$ cat src/rtl/acc_pkg.sv
// acc_pkg: definitions shared by the accumulator, the ALU and the
// accumulator store arbiter.
//   ACC_DATA_W / ACC_ADDR_W : default data and address widths
//   state_t                 : store arbiter FSM state encoding
//   idx_width()             : width of a core index (at least one bit)
package acc_pkg;

  localparam int ACC_DATA_W = 16;
  localparam int ACC_ADDR_W = 16;

  typedef enum logic [1:0] {
    ST_IDLE  = 2'd0,
    ST_WRITE = 2'd1,
    ST_ACK   = 2'd2
  } state_t;

  // Returns the width of an index into n cores; one core still needs one bit.
  function automatic int idx_width(input int n);
    return (n > 1) ? $clog2(n) : 1;
  endfunction

endpackage

$ cat src/rtl/acc_store_arbiter_if.sv
// acc_store_arbiter_if: bundles the core request bus and the memory write
// port of the accumulator store arbiter.
//   req/addr_in/data_in : per-core store requests (core i at slice i)
//   ack                 : one-hot completion pulse back to the cores
//   mem_*               : data RAM write port (mem_ready from the RAM)
//   busy/grant_id/store_count : status
// Modports: slave = the arbiter, master = cores plus memory side.
interface acc_store_arbiter_if #(
  parameter int N_CORES = 4,
  parameter int DATA_W  = acc_pkg::ACC_DATA_W,
  parameter int ADDR_W  = acc_pkg::ACC_ADDR_W
);
  import acc_pkg::*;

  localparam int IDX_W = idx_width(N_CORES);

  logic [N_CORES-1:0]        req;
  logic [N_CORES*ADDR_W-1:0] addr_in;
  logic [N_CORES*DATA_W-1:0] data_in;
  logic [N_CORES-1:0]        ack;
  logic                      mem_wr_en;
  logic [ADDR_W-1:0]         mem_addr;
  logic [DATA_W-1:0]         mem_wdata;
  logic                      mem_ready;
  logic                      busy;
  logic [IDX_W-1:0]          grant_id;
  logic [15:0]               store_count;

  modport slave (
    input  req, addr_in, data_in, mem_ready,
    output ack, mem_wr_en, mem_addr, mem_wdata, busy, grant_id, store_count
  );

  modport master (
    output req, addr_in, data_in, mem_ready,
    input  ack, mem_wr_en, mem_addr, mem_wdata, busy, grant_id, store_count
  );

endinterface

$ cat src/rtl/acc_store_arbiter_rr_select.sv
// rr_select: combinational round-robin pick.
//   req    : request vector, one bit per core
//   rr_ptr : index with the highest priority this round
//   g      : lowest requesting index >= rr_ptr, otherwise the lowest
//            requesting index overall (wrap-around)
//   valid  : at least one request is present
module rr_select
  import acc_pkg::*;
#(
  parameter int N_CORES = 4
) (
  input  logic [N_CORES-1:0]            req,
  input  logic [idx_width(N_CORES)-1:0] rr_ptr,
  output logic [idx_width(N_CORES)-1:0] g,
  output logic                          valid
);

  localparam int IDX_W = idx_width(N_CORES);

  logic [IDX_W-1:0] lo_idx;
  logic [IDX_W-1:0] hi_idx;
  logic             hi_found;

  // Scanning downwards makes the last hit the lowest index, both for the
  // whole vector and for the part at or above the pointer.
  always_comb begin
    lo_idx   = '0;
    hi_idx   = '0;
    hi_found = 1'b0;
    valid    = 1'b0;
    for (int i = N_CORES - 1; i >= 0; i--) begin
      if (req[i]) begin
        lo_idx = IDX_W'(i);
        valid  = 1'b1;
        if (i >= int'(rr_ptr)) begin
          hi_idx   = IDX_W'(i);
          hi_found = 1'b1;
        end
      end
    end
    g = hi_found ? hi_idx : lo_idx;
  end

endmodule

$ cat src/rtl/acc_store_arbiter.sv
// acc_store_arbiter: drains accumulator values from N_CORES cores into the
// shared data RAM, one write per round-robin grant, with a one-cycle ack.
//   clk : clock, rising edge
//   rst : asynchronous, active-low reset
//   bus : acc_store_arbiter_if.slave (core requests, RAM write port, status)
// All outputs are registered; a store takes at least three cycles
// (grant/write, ack, return to idle).
module acc_store_arbiter
  import acc_pkg::*;
#(
  parameter int N_CORES = 4,
  parameter int DATA_W  = ACC_DATA_W,
  parameter int ADDR_W  = ACC_ADDR_W
) (
  input  logic                clk,
  input  logic                rst,
  acc_store_arbiter_if.slave  bus
);

  localparam int IDX_W = idx_width(N_CORES);

  state_t             state_q, state_d;
  logic [N_CORES-1:0] ack_q, ack_d;
  logic               wr_en_q, wr_en_d;
  logic [ADDR_W-1:0]  addr_q, addr_d;
  logic [DATA_W-1:0]  wdata_q, wdata_d;
  logic               busy_q, busy_d;
  logic [IDX_W-1:0]   grant_q, grant_d;
  logic [15:0]        count_q, count_d;
  logic [IDX_W-1:0]   rr_ptr_q, rr_ptr_d;

  logic [IDX_W-1:0]   sel_g;
  logic               sel_valid;

  rr_select #(
    .N_CORES (N_CORES)
  ) u_rr_select (
    .req    (bus.req),
    .rr_ptr (rr_ptr_q),
    .g      (sel_g),
    .valid  (sel_valid)
  );

  // State and every output register; reset abandons any write in flight.
  always_ff @(posedge clk or negedge rst) begin
    if (!rst) begin
      state_q  <= ST_IDLE;
      ack_q    <= '0;
      wr_en_q  <= 1'b0;
      addr_q   <= '0;
      wdata_q  <= '0;
      busy_q   <= 1'b0;
      grant_q  <= '0;
      count_q  <= '0;
      rr_ptr_q <= '0;
    end else begin
      state_q  <= state_d;
      ack_q    <= ack_d;
      wr_en_q  <= wr_en_d;
      addr_q   <= addr_d;
      wdata_q  <= wdata_d;
      busy_q   <= busy_d;
      grant_q  <= grant_d;
      count_q  <= count_d;
      rr_ptr_q <= rr_ptr_d;
    end
  end

  // Next-state and next-output logic. Address and data are captured only
  // at grant time, so a core changing or dropping its request afterwards
  // does not disturb the write already under way.
  always_comb begin
    state_d  = state_q;
    ack_d    = ack_q;
    wr_en_d  = wr_en_q;
    addr_d   = addr_q;
    wdata_d  = wdata_q;
    busy_d   = busy_q;
    grant_d  = grant_q;
    count_d  = count_q;
    rr_ptr_d = rr_ptr_q;

    case (state_q)
      ST_IDLE: begin
        wr_en_d = 1'b0;
        if (sel_valid) begin
          for (int i = 0; i < N_CORES; i++) begin
            if (sel_g == IDX_W'(i)) begin
              addr_d  = bus.addr_in[i*ADDR_W +: ADDR_W];
              wdata_d = bus.data_in[i*DATA_W +: DATA_W];
            end
          end
          grant_d = sel_g;
          wr_en_d = 1'b1;
          busy_d  = 1'b1;
          state_d = ST_WRITE;
        end
      end

      ST_WRITE: begin
        if (bus.mem_ready) begin
          wr_en_d        = 1'b0;
          ack_d          = '0;
          ack_d[grant_q] = 1'b1;
          count_d        = count_q + 16'd1;
          state_d        = ST_ACK;
        end
      end

      ST_ACK: begin
        ack_d   = '0;
        busy_d  = 1'b0;
        // The core after the one just served gets first priority next.
        if (grant_q == IDX_W'(N_CORES - 1)) begin
          rr_ptr_d = '0;
        end else begin
          rr_ptr_d = grant_q + IDX_W'(1);
        end
        state_d = ST_IDLE;
      end

      default: begin
        state_d = ST_IDLE;
      end
    endcase
  end

  assign bus.ack         = ack_q;
  assign bus.mem_wr_en   = wr_en_q;
  assign bus.mem_addr    = addr_q;
  assign bus.mem_wdata   = wdata_q;
  assign bus.busy        = busy_q;
  assign bus.grant_id    = grant_q;
  assign bus.store_count = count_q;

endmodule

$ cat src/flat_wrapper.sv
// flat-port wrapper written by rule: the top's interface ports become plain ports
module acc_store_arbiter_flat import acc_pkg::*;
#(
  parameter int N_CORES = 4,
  parameter int DATA_W  = ACC_DATA_W,
  parameter int ADDR_W  = ACC_ADDR_W
)
  (clk, rst, bus_req, bus_addr_in, bus_data_in, bus_mem_ready, bus_ack, bus_mem_wr_en, bus_mem_addr, bus_mem_wdata, bus_busy, bus_grant_id, bus_store_count);
  acc_store_arbiter_if #(.N_CORES(N_CORES), .DATA_W(DATA_W), .ADDR_W(ADDR_W)) bus_i ();
  input  logic clk;
  input  logic rst;
  input wire logic [$bits(bus_i.req)-1:0] bus_req;
  input wire logic [$bits(bus_i.addr_in)-1:0] bus_addr_in;
  input wire logic [$bits(bus_i.data_in)-1:0] bus_data_in;
  input wire logic [$bits(bus_i.mem_ready)-1:0] bus_mem_ready;
  output wire logic [$bits(bus_i.ack)-1:0] bus_ack;
  output wire logic [$bits(bus_i.mem_wr_en)-1:0] bus_mem_wr_en;
  output wire logic [$bits(bus_i.mem_addr)-1:0] bus_mem_addr;
  output wire logic [$bits(bus_i.mem_wdata)-1:0] bus_mem_wdata;
  output wire logic [$bits(bus_i.busy)-1:0] bus_busy;
  output wire logic [$bits(bus_i.grant_id)-1:0] bus_grant_id;
  output wire logic [$bits(bus_i.store_count)-1:0] bus_store_count;
  assign bus_i.req = bus_req;
  assign bus_i.addr_in = bus_addr_in;
  assign bus_i.data_in = bus_data_in;
  assign bus_i.mem_ready = bus_mem_ready;
  assign bus_ack = bus_i.ack;
  assign bus_mem_wr_en = bus_i.mem_wr_en;
  assign bus_mem_addr = bus_i.mem_addr;
  assign bus_mem_wdata = bus_i.mem_wdata;
  assign bus_busy = bus_i.busy;
  assign bus_grant_id = bus_i.grant_id;
  assign bus_store_count = bus_i.store_count;
  acc_store_arbiter #(.N_CORES(N_CORES), .DATA_W(DATA_W), .ADDR_W(ADDR_W)) u_core (.clk(clk), .rst(rst), .bus(bus_i));
endmodule
$ cat config.mk
export PLATFORM = sky130hd
export DESIGN_NAME = acc_store_arbiter_flat
export DESIGN_NICKNAME = d
export VERILOG_FILES = /design/src/rtl/acc_pkg.sv /design/src/rtl/acc_store_arbiter_if.sv /design/src/rtl/acc_store_arbiter_rr_select.sv /design/src/rtl/acc_store_arbiter.sv /design/src/flat_wrapper.sv
export SDC_FILE = /design/constraint.sdc
export NUM_CORES = 1
export LEC_CHECK = 0
export CORE_ASPECT_RATIO = 0.9
export CORE_MARGIN = 2
export CORE_UTILIZATION = 40
export DETAILED_ROUTE_END_ITERATION = 6
export PLACE_DENSITY = 0.81
export SLEW_MARGIN = 20
export SYNTH_ARGS = -nofsm -noshare
export SYNTH_HDL_FRONTEND = slang
export SYNTH_SLANG_ARGS = --single-unit
$ cat constraint.sdc
create_clock -name clk -period 2.2 [get_ports clk]
set_clock_uncertainty 0.15 [all_clocks]
set_input_delay 0.33 -clock clk [delete_from_list [all_inputs] [get_ports clk]]
set_output_delay 0.33 -clock clk [all_outputs]
set_load 0.01 [all_outputs]
Word level (Yosys, flattened, before mapping)
Cells that the tools add are included.
{"block": "word_totals", "ff_bits": 60, "latch_bits": 0, "ram_bits": 0, "mem_bits_ro": 0, "word_cells": 80, "memories": 0}
{"block": "classes", "add_sub_neg": 2, "n_mul": 0, "div": 0, "n_lt_le_gt_ge": 5, "eq_ne": 8, "shifts": 0, "mux": 42, "bitwise": 0, "reduce_logical": 14}
{"operator": "$mux W16", "count": 8}
{"operator": "$mux W2", "count": 14}
{"operator": "$add A16 B1 Y16 const B", "count": 1}
{"operator": "$mux W1", "count": 14}
{"operator": "$reduce_and A2 Y1", "count": 6}
{"operator": "$eq A2 B2 Y1 const B", "count": 4}
{"operator": "$pmux W4 S2", "count": 1}
{"operator": "$reduce_bool A2 Y1", "count": 3}
{"operator": "$eq A2 B1 Y1 const B", "count": 2}
{"operator": "$ge A1 B2 Y1 const A", "count": 2}
{"operator": "$logic_not A2 Y1", "count": 2}
{"operator": "$mux W4", "count": 1}
{"operator": "$pmux W1 S2", "count": 2}
{"operator": "$pmux W2 S2", "count": 1}
{"operator": "$reduce_bool A4 Y1", "count": 1}
{"operator": "$lt A2 B3 Y1 const B", "count": 1}
{"operator": "$reduce_and A3 Y1", "count": 1}
{"operator": "$add A2 B1 Y2 const B", "count": 1}
{"operator": "$demux W1 S2", "count": 1}
{"operator": "$ge A2 B1 Y1 const B", "count": 1}
{"operator": "$ge A2 B2 Y1 const A", "count": 1}
{"operator": "$ne A2 B1 Y1 const B", "count": 1}
{"operator": "$ne A2 B2 Y1 const B", "count": 1}
{"operator": "$logic_and A1 B1 Y1", "count": 1}

Longest topological paths before layout
Gate-level depths: netlist (run 1).
{"block": "logic_depth", "depth_word": 13, "mapped_depth": 7}

Cells and area by module
Synthesis (run 1) repeated with hierarchy kept, for this count alone.
{"block": "hier_totals", "hier_cells": 231, "area_unflattened_um2": 3423.3}
{"module": "acc_store_arbiter", "instances": 1, "cells_per_inst": 220, "area_each_um2": 3352.0}
{"module": "rr_select", "instances": 1, "cells_per_inst": 11, "area_each_um2": 71.3}

Worst setup path before layout (run 1)
Ideal clock, no wire load.
{"block": "synth_timing", "kind": "reg2reg", "startpoint": "register u_core.rr_ptr_q[0]", "endpoint": "register u_core.addr_q[0] (netlist: u_core.bus.mem_addr[0])", "t_arrival_ns": 1.527, "slack_ns": 0.394, "stages_incl_launch_ff": 8, "path_cell_list": "dfrtp_1 -> inv_2 -> a221o_1 -> a21o_1 -> buf_4 -> buf_6 -> a221oi_2 -> a211oi_1"}
{"block": "synth_between", "elab_chain_len": 12, "word_cells_on_any_way": 25}
{"item": "start: declaration", "line": "acc_store_arbiter.sv:30", "rtl": "logic [IDX_W-1:0] rr_ptr_q, rr_ptr_d;"}
{"item": "start signal: assignment", "line": "acc_store_arbiter.sv:65", "rtl": "rr_ptr_q <= rr_ptr_d;"}
{"item": "$ge A2 B2 Y1", "line": "acc_store_arbiter_rr_select.sv:35", "rtl": "if (i >= int'(rr_ptr)) begin"}
{"item": "$mux W2 / $mux W1 (equally long branches)", "line": "acc_store_arbiter_rr_select.sv:35"}
{"item": "$mux W2 / $mux W1 (equally long branches)", "line": "acc_store_arbiter_rr_select.sv:32", "rtl": "if (req[i]) begin"}
{"item": "$mux W2 / $mux W1 (equally long branches)", "line": "acc_store_arbiter_rr_select.sv:35"}
{"item": "$mux W2 / $mux W1 (equally long branches)", "line": "acc_store_arbiter_rr_select.sv:32"}
{"item": "$mux W2 / $mux W1 (equally long branches)", "line": "acc_store_arbiter_rr_select.sv:35"}
{"item": "$mux W2 / $mux W1 (equally long branches)", "line": "acc_store_arbiter_rr_select.sv:32"}
{"item": "$mux W2 (*)", "line": "acc_store_arbiter_rr_select.sv:41", "rtl": "g = hi_found ? hi_idx : lo_idx;"}
{"item": "$eq A2 B1 Y1", "line": "acc_store_arbiter.sv:88", "rtl": "if (sel_g == IDX_W'(i)) begin"}
{"item": "$mux W16 (3 in a row)", "line": "acc_store_arbiter.sv:88"}
{"item": "end signal: assignment", "line": "acc_store_arbiter.sv:60", "rtl": "addr_q <= addr_d;"}
{"item": "end: declaration", "line": "acc_store_arbiter.sv:25", "rtl": "logic [ADDR_W-1:0] addr_q, addr_d;"}
Mark *: on every way between the ends. The rest lies on a longest branch, timed or not.
A chain may end at the register's enable or synchronous reset.

Worst setup path after layout (run 1)
{"block": "layout_timing", "startpoint": "input port bus_req[1]", "endpoint": "register u_core.wdata_q[9] (netlist: u_core.bus.mem_wdata[9])"}
{"block": "layout_between", "elab_chain_len": 8, "word_cells_on_any_way": 20}
{"item": "start: declaration", "line": "flat_wrapper.sv:12", "rtl": "input wire logic [$bits(bus_i.req)-1:0] bus_req;"}
{"item": "$mux W2 / $mux W1 (equally long branches)", "line": "acc_store_arbiter_rr_select.sv:32"}
{"item": "$mux W2 / $mux W1 (equally long branches)", "line": "acc_store_arbiter_rr_select.sv:35"}
{"item": "$mux W2 / $mux W1 (equally long branches)", "line": "acc_store_arbiter_rr_select.sv:32"}
{"item": "$mux W2", "line": "acc_store_arbiter_rr_select.sv:41"}
{"item": "$eq A2 B1 Y1", "line": "acc_store_arbiter.sv:88"}
{"item": "$mux W16 (3 in a row)", "line": "acc_store_arbiter.sv:88"}
{"item": "end signal: assignment", "line": "acc_store_arbiter.sv:61", "rtl": "wdata_q <= wdata_d;"}
{"item": "end: declaration", "line": "acc_store_arbiter.sv:26", "rtl": "logic [DATA_W-1:0] wdata_q, wdata_d;"}
Several ways; a longest one is shown, not always the timed one.

==> impl_metrics.env, run 1 <==
export IMPL_outcome="complete, no violations"
export IMPL_ios=191
export IMPL_synth_cells=343
export IMPL_design_area_um2=6110
export IMPL_cap_violations=0
export IMPL_ys_seq_area_share_pct=41.2
export IMPL_cp_depth=8
export IMPL_worstPathArrival_ns=2.19
export IMPL_final_common_cell="clkdlybuf4s50_1"
export IMPL_r2r_end="u_core.bus.mem_wdata[9]$_DFFE_PN0P_"
export IMPL_slew_viol_final=0
export IMPL_slowest_delay_ns=0.48
export IMPL_synth_area_leader_cell="dfrtp_1"
export IMPL_relSlewSlack_pct=73.4
export IMPL_viasPerCell=5.22
export IMPL_period_share_pct=96.1
export IMPL_final_cell_mix="189 x clkdlybuf4s50_1, 60 x dfrtp_1, 37 x nor2_1"
export IMPL_routed_wl_um=11100
export IMPL_grt_pass1_vias=3594
export IMPL_total_power_w=0.00647
export IMPL_path_cells="clkdlybuf4s50_1 -> inv_1 -> a221o_1 -> a21o_4 -> buf_12 -> buf_12 -> mux2i_1 -> a211oi_2"
export IMPL_drive_above_1_share_pct=15.9
export IMPL_nNetsFinal=690
export IMPL_synthTopCellsByArea="dfrtp_1 41%, a221oi_2 12%, mux2i_1 8.8%"
export IMPL_dieArea_um2=9880
export IMPL_gp_routability_congestion=0.811
export IMPL_rows=33
export IMPL_cp_max_fo=19
export IMPL_r2r_cells=7
export IMPL_required_ns=2.27
export IMPL_fin_cells=677
export IMPL_timing_critical_path_to_type="register"
export IMPL_max_freq_mhz=473
export IMPL_synth_area_per_cell_um2=10.6
export IMPL_slowest_stage="clkdlybuf4s50_1"
export IMPL_htree_levels=3
export IMPL_place_area_um2=5910
export IMPL_rrSetupSlack_ns=0.18
export IMPL_ys_warn_count=0
export IMPL_insertion_delay_ns=0.32
export IMPL_core_area_um2=8960
export IMPL_start_util_pct=40.6
export IMPL_path_delay_family="compound AO/OA/AOI/OAI gates"
export IMPL_synth_seq_cells=60
export IMPL_start_kind="input pin"
export IMPL_hold_path_class="input pin to async pin"
export IMPL_drc=0
export IMPL_crit_path_frequent_cell="buf_12"
export IMPL_cts_tree="built"
export IMPL_crit_buf_inv=4
export IMPL_power_leakage_nw=2.56
export IMPL_die_width_um=105
export IMPL_grt_usage_pct=22.5
export IMPL_p_per_area_nw_per_um2=1060
export IMPL_synth_cell_types=39
export IMPL_clock_tree_buffer_depth=2
export IMPL_synth_area_um2=3640
export IMPL_drt_antenna_violating_nets=0
export IMPL_grt_start_max_net_pins=34
export IMPL_synth_edf_count=0
export IMPL_antenna_found_initial=0
export IMPL_drt_iter0_drc=90
export IMPL_cts_buffers=9
export IMPL_setup_worst_path_class="input pin to register"
export IMPL_synth_flop_cell="dfrtp_1"
export IMPL_cts_root_buffer="clkbuf_8"
export IMPL_final_setup_viol_count=0
export IMPL_die_h_um=94.5
export IMPL_rsz0062_at_grt="no"
export IMPL_diodes=0
export IMPL_period_needed_ns=2.11
export IMPL_grt_pass1_wl_um=17800
export IMPL_drt_first_pass_iters=4
export IMPL_fin_tns_setup_ns=0
export IMPL_vdd_drop_max_uv=503
export IMPL_post_cts_setup_buffers=0
export IMPL_ys_async_sr_fraction_pct=100
export IMPL_grt_overflow_total=0
export IMPL_holdWs_ns=0.301
export IMPL_cts_sinks=60
export IMPL_dp_hpwl_um=8700
export IMPL_clk_pin_slew_ns=0.08
export IMPL_vias=3532
export IMPL_syn_num_nets=483
export IMPL_r2r_start="u_core.rr_ptr_q[0]$_DFFE_PN0P_"
export IMPL_dp_cells=660
export IMPL_worst_pin_slew_ns=0.400
export IMPL_synthDominantCellAreaShare_pct=41.2
export IMPL_area_delta_synth_final_pct=67.8
export IMPL_hold_violations=0
export IMPL_routedWlPerCell_um=16.4
export IMPL_io_buffers=190
[routing by layer]
| metal | global-route usage, % | wire length (µm) | share of wire, % |
|---|---|---|---|
| met1 | 27.3 | 4560 | 41 |
| met2 | 39.4 | 5680 | 51 |
| met4 | 6.76 | 170 | 1.5 |
| met5 | 0 | 0 | 0 |
| met3 | 6.35 | 719 | 6.5 |
[report_power, final]
group | internal [W] | switching, W
clock network | 0.000449 | 0.000453
registers | 0.00155 | 0.000349
logic | 0.00193 | 0.00175
[timing repair]
item	4_1_cts	5_1_grt
endpoints found under the hold margin	14	0
gates resized for setup	0	1
hold buffers	1	0
setup endpoints to repair	0	1
[synth_stat cells, types with 2 or more instances]
cell type,count
clkbuf_1,9
o21ai_1,2
o21ai_0,7
a22o_1,4
a221oi_1,3
dfrtp_1,60
a221oi_2,29
nor2b_1,32
and4_1,2
mux2_2,2
ha_1,5
buf_6,5
a21o_1,2
inv_2,2
nor2_1,37
a21oi_1,2
nand2b_1,3
buf_2,11
mux2i_1,32
nand3_1,7
nand4_1,2
xor2_1,4
a211oi_1,32
xnor2_1,11
inv_1,6
nand2_1,19
[sequential cells by signal, indices dropped and copies added, names as in the netlist]
register                flops
u_core.bus.busy             1
u_core.state_q              2
u_core.bus.store_count     16
u_core.bus.mem_wdata       16
u_core.bus.ack              4
u_core.rr_ptr_q             2
u_core.bus.grant_id         2
u_core.bus.mem_addr        16
u_core.bus.mem_wr_en        1
[cells by family after synthesis]
group,Yosys count,share of synthesized area [%]
AOI/OAI and AO/OA,87,24.1
and+or+nand+nor,108,14.9
buffers and inverters,34,5.02
xor gates and xnor gates,15,3.61
adders and majority gates,5,1.72
muxes,34,9.42
DFF,60,41.2
[final cells by class]
type,instances,area [µm²]
well taps,122,153
flip-flops and latches,60,1500
multi-input cells,249,1990
fillers,697,2850
inverters,8,30.0
clock buffers,10,138
repair buffers,222,2250
clock inverters,6,47.5
[through the flow]
step	setup slack [ns]	util, %
detailed placement	-0.298	65.9
floorplan	0.394	-
global placement	-0.172	65.9
CTS	0.0394	68.1
global route	0.0173	68.2
finish	0.0853	68.2
[worst max path at each step]
| stage | slack, ns | start | end |
|---|---|---|---|
| floorplan | 0.39 | u_core.rr_ptr_q[0]$_DFFE_PN0P_ | u_core.bus.mem_addr[0]$_DFFE_PN0P_ |
| finish | 0.09 | bus_req[1] | u_core.bus.mem_wdata[9]$_DFFE_PN0P_ |
| global placement | -0.17 | bus_req[1] | u_core.bus.mem_wdata[4]$_DFFE_PN0P_ |
| global route | 0.02 | bus_req[1] | u_core.bus.mem_wdata[9]$_DFFE_PN0P_ |
| detailed placement | -0.30 | bus_req[1] | u_core.bus.mem_wdata[9]$_DFFE_PN0P_ |
| CTS | 0.04 | bus_req[1] | u_core.bus.mem_wdata[9]$_DFFE_PN0P_ |
Power figures use the tool's default switching activity.
==> run 2, diff against run 1 <==
--- a/config.mk
+++ b/config.mk
@@ -7,9 +7,9 @@
 export LEC_CHECK = 0
 export CORE_ASPECT_RATIO = 0.9
 export CORE_MARGIN = 2
-export CORE_UTILIZATION = 40
+export CORE_UTILIZATION = 50
 export DETAILED_ROUTE_END_ITERATION = 6
-export PLACE_DENSITY = 0.81
+export DONT_BUFFER_PORTS = 1
 export SLEW_MARGIN = 20
 export SYNTH_ARGS = -nofsm -noshare
 export SYNTH_HDL_FRONTEND = slang
==> run 2 against run 1 <==
Against the previous run: register-to-register slack gained 0.08 ns; utilization shrank 10 points; critical path type is now register to register; global-route usage grew 0.33 points.
==> impl_metrics.env, run 2 (same netlist as run 1, synthesis figures left out) <==
export IMPL_outcome="complete, no violations"
export IMPL_drt_iter0_drc=89
export IMPL_grt_pass1_vias=2768
export IMPL_cts_root_buffer="clkbuf_8"
export IMPL_final_cell_mix="60 x dfrtp_1, 37 x nor2_1, 32 x mux2i_1, 32 x nor2b_1, 32 x a211oi_1"
export IMPL_holdPathStages=2
export IMPL_rsz0062_at_grt="no"
export IMPL_dieArea_um2=7980
export IMPL_final_common_cell="dfrtp_1"
export IMPL_cts_sinks=60
export IMPL_period_share_pct=88.3
export IMPL_slowest_delay_ns=0.40
export IMPL_ios=191
export IMPL_hold_violations=0
export IMPL_routedWlPerCell_um=20.6
export IMPL_slew_viol_final=0
export IMPL_die_width_um=94.0
export IMPL_cp_max_fo=32
export IMPL_period_needed_ns=1.94
export IMPL_diodes=0
export IMPL_cts_buffers=9
export IMPL_htree_levels=3
export IMPL_drt_first_pass_iters=4
export IMPL_vdd_drop_max_uv=637
export IMPL_final_fill_count=616
export IMPL_insertion_delay_ns=0.32
export IMPL_path_cells="inv_2 -> a221o_1 -> a21o_4 -> buf_12 -> a221oi_1 -> a211oi_1"
export IMPL_timing_critical_path_to_type="register"
export IMPL_crit_buf_inv=2
export IMPL_cap_violations=0
export IMPL_clk_pin_slew_ns=0.07
export IMPL_max_freq_mhz=515
export IMPL_antenna_found_initial=0
export IMPL_vias=2716
export IMPL_path_delay_family="compound AO/OA/AOI/OAI gates"
export IMPL_start_util_pct=51.7
export IMPL_drc=0
export IMPL_cp_depth=6
export IMPL_finish_utilization_pct=57.7
export IMPL_slowest_stage="dfrtp_1"
export IMPL_cts_tree="built"
export IMPL_clock_tree_buffer_depth=2
export IMPL_r2r_cells=6
export IMPL_required_ns=2.24
export IMPL_grt_pass1_wl_um=14300
export IMPL_p_per_area_nw_per_um2=1330
export IMPL_core_area_um2=7040
export IMPL_grt_overflow_total=0
export IMPL_drt_antenna_violating_nets=0
export IMPL_routed_wl_um=9090
export IMPL_io_buffers=0
export IMPL_viasPerCell=6.14
export IMPL_area_delta_synth_final_pct=11.6
export IMPL_setup_worst_path_class="register to register"
export IMPL_hold_path_class="input pin to register"
export IMPL_grt_usage_pct=22.9
export IMPL_drive_above_1_share_pct=19.8
export IMPL_start_kind="register"
export IMPL_rows=29
export IMPL_fin_tns_setup_ns=0
export IMPL_nNetsFinal=484
export IMPL_gp_routability_congestion=0.793
export IMPL_final_setup_viol_count=0
export IMPL_power_leakage_nw=1.75
export IMPL_worstPathArrival_ns=1.99
export IMPL_die_h_um=85.0
export IMPL_post_cts_setup_buffers=0
export IMPL_worst_pin_slew_ns=0.405
export IMPL_relSlewSlack_pct=73.0
export IMPL_grt_start_max_net_pins=61
export IMPL_dp_hpwl_um=6440
-- run 2: cell count changes in the layout (fill, tap and decap cells not counted), moves of 2 or more --
cell,before,now
buf_4,22,8
buf_12,9,5
clkdlybuf4s50_1,189,0
clkinv_4,2,0
clkbuf_8,10,13
inv_6,2,0
-- run 2: worst paths after layout --
path,slack (ns),start,end
min,0.05,bus_mem_ready,u_core.bus.store_count[8]$_DFFE_PN0P_
min reg2reg,0.38,u_core.bus.store_count[15]$_DFFE_PN0P_,u_core.bus.store_count[15]$_DFFE_PN0P_
max in group asynchronous,1.21,rst,u_core.bus.mem_addr[3]$_DFFE_PN0P_
max,0.26,u_core.rr_ptr_q[0]$_DFFE_PN0P_,u_core.bus.mem_wdata[3]$_DFFE_PN0P_
max reg2reg,0.26,u_core.rr_ptr_q[0]$_DFFE_PN0P_,u_core.bus.mem_wdata[3]$_DFFE_PN0P_
min in group asynchronous,0.42,rst,u_core.bus.mem_wdata[0]$_DFFE_PN0P_
-- run 2: per-stage QoR --
step                setup slack, ns  std cells  hold slack, ns  area [µm²]  power, W
CTS                           0.278        442          0.0365        4060   0.00546
global placement              0.343        423          -0.114        3790   0.00430
floorplan                     0.394        343          -0.116        3640   0.00374
detailed placement            0.285        423          -0.114        3790   0.00435
finish                        0.258        442          0.0515        4060   0.00540
global route                  0.157        442          0.0378        4060   0.00577
-- run 2: what timing repair did --
item | 4_1_cts | 5_1_grt
hold buffers | 3 | 0
endpoints found under the hold margin | 61 | 0
resized for setup | 0 | 0
-- run 2: report_power, final --
part           internal, W  switching [W]
combinational     0.000936        0.00127
clock             0.000645       0.000419
sequential         0.00155       0.000585
total              0.00313        0.00227
-- run 2: final cells by class --
class / instances / area, µm² / share of cell area (%)
tap: 93 / 116 / 2.86
timing repair buffer: 16 / 208 / 5.11
sequential: 60 / 1500 / 36.9
multi-input combinational: 249 / 1990 / 48.9
inverter: 8 / 30.0 / 0.739
clock inverter: 3 / 42.5 / 1.05
clock buffer: 13 / 179 / 4.40
-- run 2: layer usage --
metal	global-route usage (%)	wire [µm]
met1	29.3	3810
met2	37.3	4410
met3	8.08	761
met4	5.40	110
met5	0	0
==> run 3, diff against run 2 <==
==> constraint.sdc (replaced) <==
create_clock -name clk -period 1.9 [get_ports clk]
set_clock_uncertainty 0.15 [all_clocks]
set_input_delay 0.285 -clock clk [delete_from_list [all_inputs] [get_ports clk]]
set_output_delay 0.285 -clock clk [all_outputs]
set_load 0.01 [all_outputs]
==> run 3 against run 2 <==
Against the previous run: sequential share of layout area down 2.5 points; first-iteration DRC count up 38%; critical path depth unchanged; largest cell class unchanged.
==> impl_metrics.env, run 3 (same netlist as run 1, synthesis figures left out) <==
export IMPL_outcome="complete, no violations"
export IMPL_rows=29
export IMPL_cts_buffers=9
export IMPL_cts_tree="built"
export IMPL_r2r_end="u_core.bus.mem_addr[4]$_DFFE_PN0P_"
export IMPL_period_share_pct=99.4
export IMPL_ios=191
export IMPL_viasPerCell=6.26
export IMPL_clock_tree_buffer_depth=2
export IMPL_nNetsFinal=492
export IMPL_clk_pin_slew_ns=0.07
export IMPL_diodes=0
export IMPL_vias=2818
export IMPL_timing_critical_path_to_type="register"
export IMPL_grt_pass1_vias=2990
export IMPL_cts_root_buffer="clkbuf_8"
export IMPL_antenna_found_initial=0
export IMPL_path_cells="inv_2 -> a221o_1 -> a21o_4 -> buf_16 -> a221oi_4 -> a211oi_2"
export IMPL_cp_max_fo=19
export IMPL_drc=0
export IMPL_hold_violations=0
export IMPL_htree_levels=3
export IMPL_cts_sinks=60
export IMPL_place_ws_ns=-0.0231
export IMPL_drt_first_pass_iters=5
export IMPL_drt_iter0_drc=123
export IMPL_dieArea_um2=7980
export IMPL_final_setup_viol_count=0
export IMPL_hold_path_class="input pin to register"
export IMPL_drt_antenna_violating_nets=0
export IMPL_final_setup_worst_slack_ns=0.0116
export IMPL_routed_wl_um=9730
export IMPL_start_kind="register"
export IMPL_slowest_delay_ns=0.39
export IMPL_die_width_um=94.0
export IMPL_grt_usage_pct=24.7
export IMPL_worst_pin_slew_ns=0.403
export IMPL_rsz0062_at_grt="yes"
export IMPL_worstPathArrival_ns=1.95
export IMPL_r2r_cells=6
export IMPL_required_ns=1.96
export IMPL_grt_pass1_wl_um=15500
export IMPL_rrSetupSlack_ns=0.01
export IMPL_crit_buf_inv=2
export IMPL_cap_violations=0
export IMPL_routedWlPerCell_um=21.6
export IMPL_setup_worst_path_class="register to register"
export IMPL_start_util_pct=51.7
export IMPL_vdd_drop_max_uv=627
export IMPL_grt_start_max_net_pins=61
export IMPL_gp_routability_congestion=0.770
export IMPL_holdPathStages=2
export IMPL_relSlewSlack_pct=73.1
export IMPL_path_delay_family="compound AO/OA/AOI/OAI gates"
export IMPL_p_per_area_nw_per_um2=1600
export IMPL_final_common_cell="dfrtp_1"
export IMPL_core_area_um2=7040
export IMPL_power_leakage_nw=1.85
export IMPL_die_h_um=85.0
export IMPL_drive_above_1_share_pct=23.5
export IMPL_slowest_stage="dfrtp_1"
export IMPL_io_buffers=0
export IMPL_slew_viol_final=0
export IMPL_final_cell_mix="60 x dfrtp_1, 37 x nor2_1, 32 x mux2i_1, 32 x nor2b_1, 27 x a211oi_1"
export IMPL_period_needed_ns=1.89
export IMPL_dp_hpwl_um=6560
export IMPL_area_delta_synth_final_pct=19.7
export IMPL_total_power_w=0.00695
export IMPL_max_freq_mhz=530
export IMPL_insertion_delay_ns=0.34
export IMPL_grt_overflow_total=0
export IMPL_r2r_start="u_core.rr_ptr_q[0]$_DFFE_PN0P_"
export IMPL_hold_start="bus_data_in[18]"
export IMPL_hold_end="u_core.bus.mem_wdata[2]$_DFFE_PN0P_"
run 3: cell count changes in the layout (fill, tap and decap cells not counted), moves of 2 or more:
cell	previous run	this run
a221oi_4	0	8
a211oi_1	32	27
a211oi_2	0	5
a221oi_2	29	24
buf_4	8	12
a221oi_1	3	0
buf_16	1	3
bufinv_16	1	3
clkbuf_8	13	11
run 3: power by group:
part	internal, W	switching (W)
registers	0.00179	0.000653
clock network	0.000942	0.000510
logic	0.00134	0.00172
run 3: how the worst max path moves through the flow:
stage,start,to,cells after the start
after floorplan,u_core.rr_ptr_q[0]$_DFFE_PN0P_,u_core.bus.mem_addr[0]$_DFFE_PN0P_,7
after global placement,u_core.rr_ptr_q[0]$_DFFE_PN0P_,u_core.bus.mem_wdata[2]$_DFFE_PN0P_,6
after detailed placement,u_core.rr_ptr_q[0]$_DFFE_PN0P_,u_core.bus.mem_addr[4]$_DFFE_PN0P_,6
after CTS,u_core.rr_ptr_q[0]$_DFFE_PN0P_,u_core.bus.mem_addr[4]$_DFFE_PN0P_,6
after global routing,u_core.rr_ptr_q[0]$_DFFE_PN0P_,u_core.bus.mem_addr[9]$_DFFE_PN0P_,6
final,u_core.rr_ptr_q[0]$_DFFE_PN0P_,u_core.bus.mem_addr[4]$_DFFE_PN0P_,6
run 3: metal layers:
layer	track usage [%]	routed length [µm]
met5	0	0
met2	40.7	4830
met1	30.9	4030
met3	9.06	770
met4	6.32	99
run 3: timing repair:
action                     in CTS  in global routing
setup endpoints to repair       8                 32
setup buffers                   0                  1
pin swaps                       2                 20
resized for setup               5                 15
gates cloned                    1                  1
hold buffers                    3                  0
hold endpoints to repair       62                  0
run 3: worst reg2reg max path: cells and delay by family (launching register included):
family                 cells  cell delay (ns)
AO/OA/AOI/OAI              4             0.98
flip-flops                 1             0.39
buffers and inverters      2             0.24
run 3: layout make-up:
| class | instances | area, µm² |
|---|---|---|
| fill | 581 | 2680 |
| multi-input combinational | 249 | 2130 |
| sequential | 60 | 1500 |
| timing repair buffer | 24 | 329 |
| clock buffer | 12 | 155 |
| tap | 93 | 116 |
| clock inverter | 4 | 95.1 |
| inverter | 8 | 30.0 |
run 3: through the flow:
stage / hold slack (ns) / util, % / cells / instance area [µm²] / TNS, ns
floorplan: -0.161 / - / 343 / 3640 / 0
global placement: -0.159 / 54.6 / 428 / 3840 / 0
detailed placement: -0.159 / 54.6 / 428 / 3840 / -0.0456
CTS: 0.00749 / 59.6 / 448 / 4200 / 0
global route: 0.0182 / 61.9 / 450 / 4360 / -1.39
finish: 0.0239 / 61.9 / 450 / 4360 / 0
